$ cat config.mk
export PLATFORM = sky130hd
export DESIGN_NAME = fll_clk_gate_ctrl
export DESIGN_NICKNAME = d
export VERILOG_FILES = /design/src/rtl/fll_clk_gate_pkg.sv /design/src/rtl/fll_cg_timer.sv /design/src/rtl/fll_clk_gate_ctrl.sv
export SDC_FILE = /design/constraint.sdc
export NUM_CORES = 1
export LEC_CHECK = 0
export ABC_AREA = 1
export ABC_CLOCK_PERIOD_IN_PS = 1000
export CAP_MARGIN = 20
export CORE_AREA = 2 2 39 41
export CTS_CLUSTER_SIZE = 12
export DETAILED_ROUTE_END_ITERATION = 16
export DIE_AREA = 0 0 41 43
export HOLD_SLACK_MARGIN = 0.15
export SLEW_MARGIN = 5
export SYNTH_ARGS = -nofsm -noshare
export SYNTH_HDL_FRONTEND = slang
export SYNTH_SLANG_ARGS = --single-unit
$ cat constraint.sdc
create_clock -name clk_i -period 1 [get_ports clk_i]
set_input_delay 0.2 -clock clk_i [delete_from_list [all_inputs] [get_ports clk_i]]
set_output_delay 0.2 -clock clk_i [all_outputs]
set_load 0.02 [all_outputs]
$ cat src/rtl/fll_clk_gate_pkg.sv
// Shared types and default timing for the FLL-domain clock-gate controller.
package fll_clk_gate_pkg;

    typedef enum logic [1:0] {RUN, DRAIN, OFF, WAKE} fll_cg_state_e;

    localparam int unsigned DEF_IDLE_CYCLES = 4;
    localparam int unsigned DEF_WAKE_CYCLES = 2;

    function automatic int unsigned max_u(input int unsigned a, input int unsigned b);
        return (a > b) ? a : b;
    endfunction

endpackage

$ cat src/rtl/fll_cg_timer.sv
// Clearable up-counter with terminal-count compare; holds at the terminal value.
module fll_cg_timer
    import fll_clk_gate_pkg::*;
#(
    parameter int unsigned TW = 3
) (
    input  logic          clk_i,
    input  logic          rst_ni,
    input  logic          clr_i,
    input  logic          en_i,
    input  logic [TW-1:0] tc_val_i,
    output logic          tc_o
);

    logic [TW-1:0] r_cnt;

    always_ff @(posedge clk_i or negedge rst_ni) begin
        if (!rst_ni) begin
            r_cnt <= '0;
        end else if (clr_i) begin
            r_cnt <= '0;
        end else if (en_i && !tc_o) begin
            r_cnt <= r_cnt + TW'(1);
        end
    end

    assign tc_o = (r_cnt == tc_val_i);

endmodule

$ cat src/rtl/fll_clk_gate_ctrl.sv
// Clock-gate enable controller with req/ack handshake, idle drain and wake settle.
// Define FLL_CG_STATS_EN to add the saturating gated-cycle counter (stats_clr_i, gated_cycles_o).
module fll_clk_gate_ctrl
    import fll_clk_gate_pkg::*;
#(
    parameter int unsigned IDLE_CYCLES = DEF_IDLE_CYCLES,
    parameter int unsigned WAKE_CYCLES = DEF_WAKE_CYCLES
`ifdef FLL_CG_STATS_EN
    ,
    parameter int unsigned CNT_W       = 32
`endif
) (
    input  logic             clk_i,
    input  logic             rst_ni,
    input  logic             gate_req_i,
    input  logic             idle_i,
    output logic             cg_en_o,
    output logic             gate_ack_o,
    output logic             busy_o
`ifdef FLL_CG_STATS_EN
    ,
    input  logic             stats_clr_i,
    output logic [CNT_W-1:0] gated_cycles_o
`endif
);

    localparam int unsigned   TW      = $clog2(max_u(IDLE_CYCLES, WAKE_CYCLES) + 1);
    localparam logic [TW-1:0] IDLE_TC = TW'(IDLE_CYCLES - 1);
    localparam logic [TW-1:0] WAKE_TC = TW'(WAKE_CYCLES - 1);

    fll_cg_state_e r_state, w_state_d;
    logic          w_tmr_clr, w_tmr_en, w_tmr_tc;
    logic [TW-1:0] w_tc_val;
    logic          r_cg_en, r_ack, r_busy;

    fll_cg_timer #(
        .TW (TW)
    ) u_timer (
        .clk_i    (clk_i),
        .rst_ni   (rst_ni),
        .clr_i    (w_tmr_clr),
        .en_i     (w_tmr_en),
        .tc_val_i (w_tc_val),
        .tc_o     (w_tmr_tc)
    );

    always_comb begin
        w_state_d = r_state;
        w_tmr_clr = 1'b0;
        w_tmr_en  = 1'b0;
        w_tc_val  = IDLE_TC;
        unique case (r_state)
            RUN: begin
                w_tmr_clr = 1'b1;
                if (gate_req_i) w_state_d = DRAIN;
            end
            DRAIN: begin
                // Abort takes priority over a coincident final idle cycle.
                if (!gate_req_i) begin
                    w_state_d = RUN;
                    w_tmr_clr = 1'b1;
                end else if (!idle_i) begin
                    w_tmr_clr = 1'b1;
                end else if (w_tmr_tc) begin
                    w_state_d = OFF;
                    w_tmr_clr = 1'b1;
                end else begin
                    w_tmr_en = 1'b1;
                end
            end
            OFF: begin
                w_tmr_clr = 1'b1;
                if (!gate_req_i) w_state_d = WAKE;
            end
            WAKE: begin
                w_tc_val = WAKE_TC;
                if (w_tmr_tc) begin
                    w_state_d = RUN;
                    w_tmr_clr = 1'b1;
                end else begin
                    w_tmr_en = 1'b1;
                end
            end
            default: w_state_d = RUN;
        endcase
    end

    always_ff @(posedge clk_i or negedge rst_ni) begin
        if (!rst_ni) begin
            r_state <= RUN;
            r_cg_en <= 1'b1;
            r_ack   <= 1'b0;
            r_busy  <= 1'b0;
        end else begin
            r_state <= w_state_d;
            // Outputs decode the current state, so they trail it by one edge.
            r_cg_en <= (r_state != OFF);
            r_ack   <= (r_state == OFF) || (r_state == WAKE);
            r_busy  <= (r_state == DRAIN) || (r_state == WAKE);
        end
    end

    assign cg_en_o    = r_cg_en;
    assign gate_ack_o = r_ack;
    assign busy_o     = r_busy;

`ifdef FLL_CG_STATS_EN
    logic [CNT_W-1:0] r_gated;

    always_ff @(posedge clk_i or negedge rst_ni) begin
        if (!rst_ni) begin
            r_gated <= '0;
        end else if (stats_clr_i) begin
            r_gated <= '0;
        end else if ((r_state == OFF) && (r_gated != '1)) begin
            r_gated <= r_gated + CNT_W'(1);
        end
    end

    assign gated_cycles_o = r_gated;
`endif

endmodule

* Word level (Yosys, flattened, before mapping)
Index checks and enable logic that the tools add are counted.
** Storage, ports and cells
- Flip-flop bits (word level) :: 8
- Output and inout bits :: 3
- Logic and storage cells :: 42
- Bits of input ports :: 4
** Cells by class
- Eq/ne operators :: 10
- Add/sub/neg operators :: 1
- Mux-type cells :: 18
- Reductions and logical operators :: 8
** Operators by type and width (number)
- two-way mux 2 bit :: 7
- case mux 2 bit (4 select lines) :: 1
- two-way mux 1 bit :: 6
- two-way mux 3 bit :: 2
- inequality test 2 bit (second input constant) :: 3
- AND reduction 5 bit :: 1
- equality test 2 bit (second input constant) :: 2
- adder 3 x 1 -> 3 bit (second input constant) :: 1
- equality test 3 x 2 -> 1 bit :: 1
- inequality test 3 x 2 -> 1 bit (second input constant) :: 1
- inequality test 3 bit (second input constant) :: 1
- case mux 1 bit (3 select lines) :: 1
- equality test 2 x 1 -> 1 bit (second input constant) :: 1
- zero test 2 bit :: 1
- logical OR 1 bit :: 2
- inequality test 2 x 1 -> 1 bit (second input constant) :: 1
- case mux 1 bit (2 select lines) :: 1
- nonzero test 2 bit :: 1
- OR reduction 2 bit :: 1
- logical AND 1 bit :: 1
- zero test 1 bit :: 1

* Depth between registers and ports, before layout
Gate-level depths: netlist of run 1.
- Depth in word-level cells :: 10
- Mapped depth :: 8
- Mapped depth without buffers :: 7

* By module
From an unflattened synthesis of run 1, not the netlist that was laid out.
** Unflattened totals
- Cells, all modules :: 62
- Area total of the unflattened synthesis :: 455.4 µm²
** Modules (own cells, without submodules)
- fll_clk_gate_ctrl :: instances 1, cells each 33, area an instance 244.0 µm², seq. area each 126.4 µm²
- fll_cg_timer :: instances 1, cells each 29, area an instance 211.5 µm², seq. area each 75.1 µm²

* Worst setup path before layout of run 1
Ideal clock, no wire load.
- Path kind :: reg2reg
- From :: reg with a tool-made name
- To :: reg with a tool-made name
- Period minus slack after synthesis :: 1.014 ns
- Arrival time :: 0.897 ns
- Path buffers :: 1
- Slack :: -0.014 ns
- Library setup time :: 0.117 ns
- Cell stages (with the launch flop) :: 6
- Required time :: 0.883 ns
- Cells stage by stage :: dfrtp_1 -> buf_6 -> nor3_4 -> nand2_1 -> nand4_1 -> nand2_1

* Worst setup path after layout of run 1
- From :: reg r_cg_en, in the netlist cg_en_o
- To :: out cg_en_o
** RTL lines
- start: declaration :: line fll_clk_gate_ctrl.sv:34 : logic r_cg_en, r_ack, r_busy;
- start signal: assignment :: line fll_clk_gate_ctrl.sv:97 : r_cg_en <= (r_state != OFF);
- end: declaration :: line fll_clk_gate_ctrl.sv:17 : output logic cg_en_o,
No word-level cell between the ends.

==> results of run 1 <==
==> area by class of cell <==
type	count	area share
multi-input combinational	26	0.330
timing repair buffer	16	0.211
inverter	7	0.0471
tap	16	0.0328
clock buffer	4	0.0430
sequential	8	0.336
==> cells by family after synthesis <==
logic type,synth area share
buffers and inverters,0.112
AO/OA/AOI/OAI,0.0838
AND/OR/NAND/NOR,0.252
flip-flops,0.500
XOR/XNOR,0.0217
adder cells (fa/ha/maj),0.0311
==> layout by cell type (no fill, tap or decap), drive strengths merged <==
cell type,netlist,routed
buf,1,13
nand2,10,10
inv,7,7
dfrtp,7,7
nand3,4,4
clkbuf,2,4
a21oi,3,3
nor2,3,3
clkdlybuf4s50,0,2
nor3,1,1
o21bai,1,1
xnor2,1,1
nand4,1,1
a21boi,1,1
ha,1,1
dfstp,1,1
dlymetal6s2s,0,1
==> metrics by stage <==
| stage | setup WS [ns] | hold slack, ns | power (mW) | TNS, ns | cells |
|---|---|---|---|---|---|
| after detailed placement | -0.320 | 0.482 | 1.11 | -1.97 | 67 |
| final | -0.0852 | 0.210 | 1.57 | -0.313 | 77 |
| after CTS | -0.0961 | 0.222 | 1.48 | -0.391 | 74 |
| after floorplan | 0.00304 | -0.0956 | 0.933 | 0 | 44 |
| after global placement | -0.296 | 0.474 | 1.10 | -1.89 | 67 |
| after global routing | -0.145 | 0.245 | 1.70 | -0.686 | 77 |
==> metal layers <==
metal | part of all wire | wire length, µm
met5 | 0 | 0
met2 | 0.51 | 414
met3 | 0.039 | 32
met4 | 0.039 | 32
met1 | 0.41 | 335
==> report_power, final <==
part	internal [mW]	total [mW]	leakage, nW	switching, mW
clock network	0.153	0.275	0.0150	0.122
registers	0.455	0.571	0.0972	0.116
logic	0.366	0.728	0.173	0.362
total	0.975	1.57	0.285	0.600
==> Yosys cell counts, drive strengths merged <==
cell type,instances,area [µm²]
clkbuf,2,7.51
nand4,1,6.26
inv,7,26.3
a21boi,1,7.51
nor2,3,11.3
nor3,1,16.3
o21bai,1,11.3
a21oi,3,15.0
nand2,10,37.5
ha,1,12.5
dfstp,1,26.3
nand3,4,30.0
xnor2,1,8.76
dfrtp,7,175
buf,1,11.3
==> how the worst min path moves through the flow <==
| stage | from | endpoint | slack (ns) | depth (start not counted) |
|---|---|---|---|---|
| after floorplan | rst_ni | async pin | -0.1 | 0 |
| after global placement | r_state[0] | busy_o | 0.47 | 0 |
| after detailed placement | r_state[0] | busy_o | 0.48 | 0 |
| after CTS | rst_ni | u_timer.r_cnt[2] | 0.22 | 1 |
| after global routing | rst_ni | u_timer.r_cnt[0] | 0.24 | 1 |
| final | rst_ni | u_timer.r_cnt[2] | 0.21 | 1 |
==> what timing repair did <==
item / in CTS / in global routing
endpoints found under the hold margin: 0 / 0
pin swaps: 1 / 2
buffers inserted: 3 / 3
gates resized for setup: 21 / 7
endpoints found under the setup margin: 8 / 6
==> results.ini, run 1 <==
[status]
status = complete, but fails checks
violations = setup timing

[global_route]
grt_pass1_wl_um = 1350
gr-usage-met3 = 0.0157
grt_pass1_vias = 321
use_met1 = 0.144
grt.busiest_layer = met2
grt-ovfl-total = 0
grt_usage = 0.123
grt_max_degree = 9
use_met2 = 0.178
antenna_found_initial = 0

[clock_network]
cts_buffers = 3
cts_tree = done
cts_buffer_depth = 2
clk_pin_slew_ns = 0.06
postCtsHoldBufs = 0
clockRootBuffer = clkbuf_4
h-tree-depth = 1
insertion_delay_ns = 0.26
cts.sinks = 8

[route]
drt-total-wl_um = 815
drc_errors = 0
drt-wirelength-per-cell_um = 10.6
postRouteAntennaNets = 0
vias_per_cell = 4.32
vias = 333
dr.first_iter.drc_count = 8
firstDrtPassIters = 2

[placed_design]
place.gp.congestion = 0.718
port_buffers = 6
placed_area_um2 = 502
dp_hpwl_um = 529

[setup_path]
endpoint = cg_en_o
required_ns = 0.80
crit_start = cg_en_o
path_class = flip-flop to output port
cp-end-kind = output port
r2r_cells = 7
r2r_slack_ns = -0.05
slowest_stage = dfstp_2
cp_cell_sequence = buf_6
critical_path.max_fanout = 1
crit_family = flip-flops
path_depth = 1
slowest_delay_ns = 0.52
critPathArrivalTime_ns = 0.89
start_kind = flip-flop
worst-path-buf-inv = 1

[sta]
worst_slew_pin_slew_ns = 0.362
fmax_mhz = 921
period_needed_ns = 1.09
final-setup-viol-count = 6
rsz0062_at_grt = yes
postLayoutSetupSlackWorst_ns = -0.0852
timing.final.crit_share = 1.09
clock_skew_ns = 0.0105
slew_viol_final = 0
finalHoldViolations = 0
slew_headroom = 0.758

[finish]
multiInputGateArea_um2 = 201
final-seq-area_um2 = 205
fillers = 153
area_delta_synth_final_pct = 51.6
utilization = 0.441
design_area_um2 = 611
fin_nets = 67
drive_gt1_frac = 0.590
diodes = 0

[power_and_ir_drop]
p_per_area_mw_per_mm2 = 2580
ir_drop_v = 0.000668
p_leak_nw = 0.285

[logic_synthesis]
synth_warnings = 0
syn_area_per_cell_um2 = 9.16
ys_types = 17
synth_seq_area_share = 0.500
syn-instance-count = 44
ys_ff_latch = 8
syn-num-nets = 49
synthesis.area_um2 = 403

[floorplanning]
dieArea_mm2 = 0.00176
row_count = 14
ioPinCount = 7
die_h_um = 43
die_w_um = 41
core-area_mm2 = 0.00138
start_util = 0.291

[min_path]
hp-class = input pin to async pin

[run]
maxCapViolations = 0

(Power assumes the default switching activity.)
==> inputs of run 2 (changes only) <==
--- a/config.mk
+++ b/config.mk
@@ -13,6 +13,7 @@
 export DETAILED_ROUTE_END_ITERATION = 16
 export DIE_AREA = 0 0 41 43
 export HOLD_SLACK_MARGIN = 0.15
+export PLACE_DENSITY_LB_ADDON = 0.05
 export SLEW_MARGIN = 5
 export SYNTH_ARGS = -nofsm -noshare
 export SYNTH_HDL_FRONTEND = slang
==> results.ini, run 2 (synthesis gave the netlist of run 1 again) <==
[finish]
fin_nets = 66
drive_gt1_frac = 0.500
fillers = 146
layout_common_cells = 10 x buf_4, 9 x nand2_1, 5 x inv_1
mostFrequentLayoutCell = buf_4
diodes = 0
design_area_um2 = 579
area_delta_synth_final_pct = 43.8

[setup_path]
critPathArrivalTime_ns = 1.24
cp-end-kind = flip-flop
critical_path.max_fanout = 5
path_class = flip-flop to flip-flop
start_kind = flip-flop
required_ns = 1.17
r2r_slack_ns = -0.08

[power_and_ir_drop]
total_power_mw = 1.50
swShare = 0.373
p_comb_frac = 0.449
p_clk_frac = 0.171
switchingPower_mw = 0.557
ir_drop_v = 0.000676
p_per_area_mw_per_mm2 = 2580
internal_power_mw = 0.939
p_leak_nw = 0.275
p_seq_frac = 0.380

[sta]
fin_setup_tns_ns = -0.390
clock_skew_ns = 0.00212
postLayoutSetupSlackWorst_ns = -0.0752
final-setup-viol-count = 6
slew_headroom = 0.767
period_needed_ns = 1.08
worst_slew_pin_slew_ns = 0.349
slew_viol_final = 0
whs_ns = 0.224
fmax_mhz = 930
timing.final.crit_share = 1.08
rsz0062_at_grt = yes
finalHoldViolations = 0

[floorplanning]
die_w_um = 41
ioPinCount = 7
core-area_mm2 = 0.00138
row_count = 14
start_util = 0.291
dieArea_mm2 = 0.00176
die_h_um = 43

[clock_network]
cts_tree = done
clk_pin_slew_ns = 0.05
cts_buffer_depth = 2
insertion_delay_ns = 0.25
h-tree-depth = 1
cts_buffers = 3
clockRootBuffer = clkbuf_4
cts.sinks = 8
postCtsHoldBufs = 0

[global_route]
grt_usage = 0.114
grt_pass1_vias = 303
grt_max_degree = 9
antenna_found_initial = 0
grt-ovfl-total = 0
grt_pass1_wl_um = 1240

[route]
drt-wirelength-per-cell_um = 10.1
firstDrtPassIters = 4
drt-total-wl_um = 768
dr.first_iter.drc_count = 7
drc_errors = 0
postRouteAntennaNets = 0
vias_per_cell = 4.42
vias = 336

[run]
maxCapViolations = 0

[placed_design]
place.gp.congestion = 0.763
dp_hpwl_um = 583
placed_area_um2 = 509
port_buffers = 6

[min_path]
hp-class = input pin to async pin

[status]
violations = setup timing
status = complete, but fails checks

[run 2: final timing paths]
path / from / to / cells past startpoint
setup / recovery: r_state[0] / u_timer.r_cnt[1] / 4
max in group asynchronous: rst_ni / cg_en_o / 1
hold reg to reg: u_timer.r_cnt[0] / u_timer.r_cnt[0] / 1
min in group clk_i: gate_req_i / r_state[0] / 6
setup reg to reg: r_state[0] / u_timer.r_cnt[1] / 4
hold / removal: rst_ni / busy_o / 1
[run 2: power by group through the flow]
stage | sequential (mW) | combinational, mW | clock [mW]
after global routing | 0.586 | 0.744 | 0.291
after CTS | 0.562 | 0.633 | 0.269
final | 0.569 | 0.671 | 0.256
after detailed placement | 0.558 | 0.587 | 0
after floorplan | 0.590 | 0.343 | 0
after global placement | 0.565 | 0.573 | 0
[run 2: worst max-delay path, cell delays in order, from the launching register on]
cell      delay (ns)
dfrtp_2         0.40
inv_2           0.07
nor3_4          0.23
nand3_2         0.14
a21boi_1        0.15
[run 2: repair_timing]
action                                  CTS  global route
pin swaps                                 0             5
cloned                                    0             0
buffers inserted                          3             1
resized for setup                        20             3
endpoints found under the setup margin    8             7
[run 2: metrics by stage]
stage	setup slack, ns	cells	utilization
floorplan	0.00304	44	-
global placement	-0.297	68	0.368
detailed placement	-0.353	68	0.368
CTS	-0.0823	75	0.406
global route	-0.174	76	0.419
finish	-0.0752	76	0.419
[run 2: final cells by class]
class	instances	area, µm²	area share
Clock buffer	4	26.3	0.0454
Inverter	7	26.3	0.0454
Multi-Input combinational cell	26	181	0.313
Sequential cell	8	205	0.354
Tap cell	16	20.0	0.0346
Timing Repair Buffer	15	120	0.207
[run 2: routing by layer]
metal,part of all wire,GRT usage,wire length (µm),vias up
met5,0,0,0,-
met4,0.025,0.120,19,0
met3,0.060,0.0157,46,2
met2,0.54,0.169,411,10
met1,0.38,0.123,291,155
li1,-,-,-,169
==> inputs of run 3 (changes only) <==
--- a/config.mk
+++ b/config.mk
@@ -12,9 +12,10 @@
 export CTS_CLUSTER_SIZE = 12
 export DETAILED_ROUTE_END_ITERATION = 16
 export DIE_AREA = 0 0 41 43
-export HOLD_SLACK_MARGIN = 0.15
+export HOLD_SLACK_MARGIN = 0.03
 export PLACE_DENSITY_LB_ADDON = 0.05
 export SLEW_MARGIN = 5
 export SYNTH_ARGS = -nofsm -noshare
 export SYNTH_HDL_FRONTEND = slang
+export SYNTH_HIERARCHICAL = 1
 export SYNTH_SLANG_ARGS = --single-unit
==> results.ini, run 3 <==
[logic_synthesis]
ys_ff_latch = 8
synthSimpleGateAreaFrac = 0.324
syn-instance-count = 62
syn_area_per_cell_um2 = 7.35
synth_warnings = 6
ys.flop_type = dfrtp_1
synth_top_cell_by_area = dfrtp_1
synthArstFlopShare = 1.00
synth_edf_count = 0
synth_top_family_by_area = simple AND/OR/NAND/NOR gates
synth.most_common_cell = nand2_1
synth.top_cell.area_share = 0.385
synth_xor_area_frac = 0.0385
synth_seq_area_share = 0.442
ys_types = 19
synth_common_cells = 19 x nand2_1, 11 x inv_1, 7 x dfrtp_1
synthesis.area_um2 = 455
synth_compound_area_frac = 0.0357
synth_adder_area_share = 0.0275
synthMuxAreaShare = 0
yosys-top-cells-area = dfrtp_1 38%, nand2_1 16%, inv_1 9.1%

[finish]
utilization = 0.502
drive_gt1_frac = 0.398
fin_nets = 89
stdcell_count = 99
diodes = 0
multiInputGateArea_um2 = 262
fillers = 143
mostFrequentLayoutCell = nand2_1
design_area_um2 = 694
layout_common_cells = 18 x nand2_1, 11 x buf_4, 7 x inv_1
final-seq-area_um2 = 203
area_delta_synth_final_pct = 52.5

[sta]
postLayoutSetupSlackWorst_ns = -0.440
timing.final.crit_share = 1.44
slew_viol_final = 0
period_needed_ns = 1.44
fin_setup_tns_ns = -2.04
whs_ns = 0.225
rsz0062_at_grt = yes
fmax_mhz = 694
finalHoldViolations = 0
clock_skew_ns = 0.00680
final-setup-viol-count = 6

[clock_network]
clockRootBuffer = clkbuf_4
cts_buffer_depth = 2
cts_buffers = 3
h-tree-depth = 1
clk_pin_slew_ns = 0.06
cts_tree = done
cts.sinks = 8
insertion_delay_ns = 0.25

[global_route]
grt_pass1_vias = 384
grt.busiest_layer = met2
use_met1 = 0.143
grt-ovfl-total = 0
gr-usage-met3 = 0.0314
use_met2 = 0.209
grt_usage = 0.127
grt_max_degree = 9
antenna_found_initial = 0
grt_pass1_wl_um = 1480

[min_path]
hp-class = input pin to async pin

[power_and_ir_drop]
internal_power_mw = 1.07
switchingPower_mw = 0.763
p_per_area_mw_per_mm2 = 2640
p_clk_frac = 0.141
p_seq_frac = 0.273
total_power_mw = 1.84
p_comb_frac = 0.586
ir_drop_v = 0.000913
p_leak_nw = 0.373
swShare = 0.416

[floorplanning]
die_h_um = 43
start_util = 0.329
core-area_mm2 = 0.00138
ioPinCount = 7
row_count = 14
dieArea_mm2 = 0.00176
die_w_um = 41

[route]
firstDrtPassIters = 3
vias_per_cell = 4.15
drc_errors = 0
vias = 411
dr.first_iter.drc_count = 2
postRouteAntennaNets = 0
drt-wirelength-per-cell_um = 8.78
drt-total-wl_um = 869

[setup_path]
path_class = flip-flop to flip-flop
critical_path.max_fanout = 4
critPathArrivalTime_ns = 1.58
cp-end-kind = flip-flop
required_ns = 1.14
start_kind = flip-flop

[placed_design]
place_ws_ns = -0.486
placed_area_um2 = 624
port_buffers = 6
dp_cells = 93
dp_hpwl_um = 704
place.gp.congestion = 0.707

[status]
violations = setup timing
status = complete, but fails checks

[run]
maxCapViolations = 0

-- run 3: cell types whose count changed after synthesis, sizes merged, moves of 2 or more --
cell and delta:
nand4 +3, inv +5, nand3 +2, a21oi -3
conb +2, nand2 +10, o21ai +2
-- run 3: power groups by stage --
stage	Sequential (mW)	Clock, mW	Combinational, mW
detailed placement	0.497	0	0.958
finish	0.501	0.260	1.08
global route	0.517	0.295	1.20
global placement	0.496	0	0.967
floorplan	0.626	0	0.484
CTS	0.502	0.273	1.01
-- run 3: final timing paths --
path                             from          endpoint  slack (ns)  depth (start not counted)
setup / recovery            flip-flop  u_timer/r_cnt[2]       -0.44                         11
hold / removal                 rst_ni  u_timer/r_cnt[2]        0.23                          1
setup reg to reg            flip-flop  u_timer/r_cnt[2]       -0.44                         11
hold reg to reg            r_state[0]            busy_o        0.55                          1
max in group asynchronous      rst_ni           cg_en_o        0.46                          1
min in group clk_i         r_state[0]            busy_o        0.55                          1
-- run 3: final cells by class --
| cell class | count | area share |
|---|---|---|
| multi-input cells | 42 | 0.377 |
| flip-flops and latches | 8 | 0.292 |
| repair buffers | 17 | 0.193 |
| inverters | 12 | 0.0721 |
| clock buffers | 4 | 0.0378 |
| well taps | 16 | 0.0288 |
-- run 3: per-layer routing --
metal / up-vias / wire, µm / share of wire
met2: 3 / 487 / 0.56
met1: 178 / 366 / 0.42
li1: 230 / - / -
met5: - / 0 / 0
met3: 0 / 15 / 0.017
met4: 0 / 0 / 0
-- run 3: kinds of logic after synthesis --
logic type / count (synthesis)
simple gates: 32
buf+inv: 14
flops: 8
compound gates: 3
xor+xnor: 2
other cells: 2
fa+ha+maj: 1
-- run 3: critical path: stages, from the launching register on --
cell	delay (ns)
dfrtp_2	0.40
nand2_2	0.07
xnor2_2	0.11
nand3_2	0.11
inv_2	0.09
inv_4	0.05
nand3_4	0.06
inv_4	0.04
a31oi_4	0.16
inv_2	0.08
nand4_1	0.09
nand2_1	0.06
-- run 3: timing repair --
item / in CTS / in global routing
gates resized for setup: 17 / 5
hold buffers: 0 / 0
pin swaps: 6 / 5
setup endpoints to repair: 8 / 6
endpoints found under the hold margin: 0 / 0
setup buffers: 2 / 0
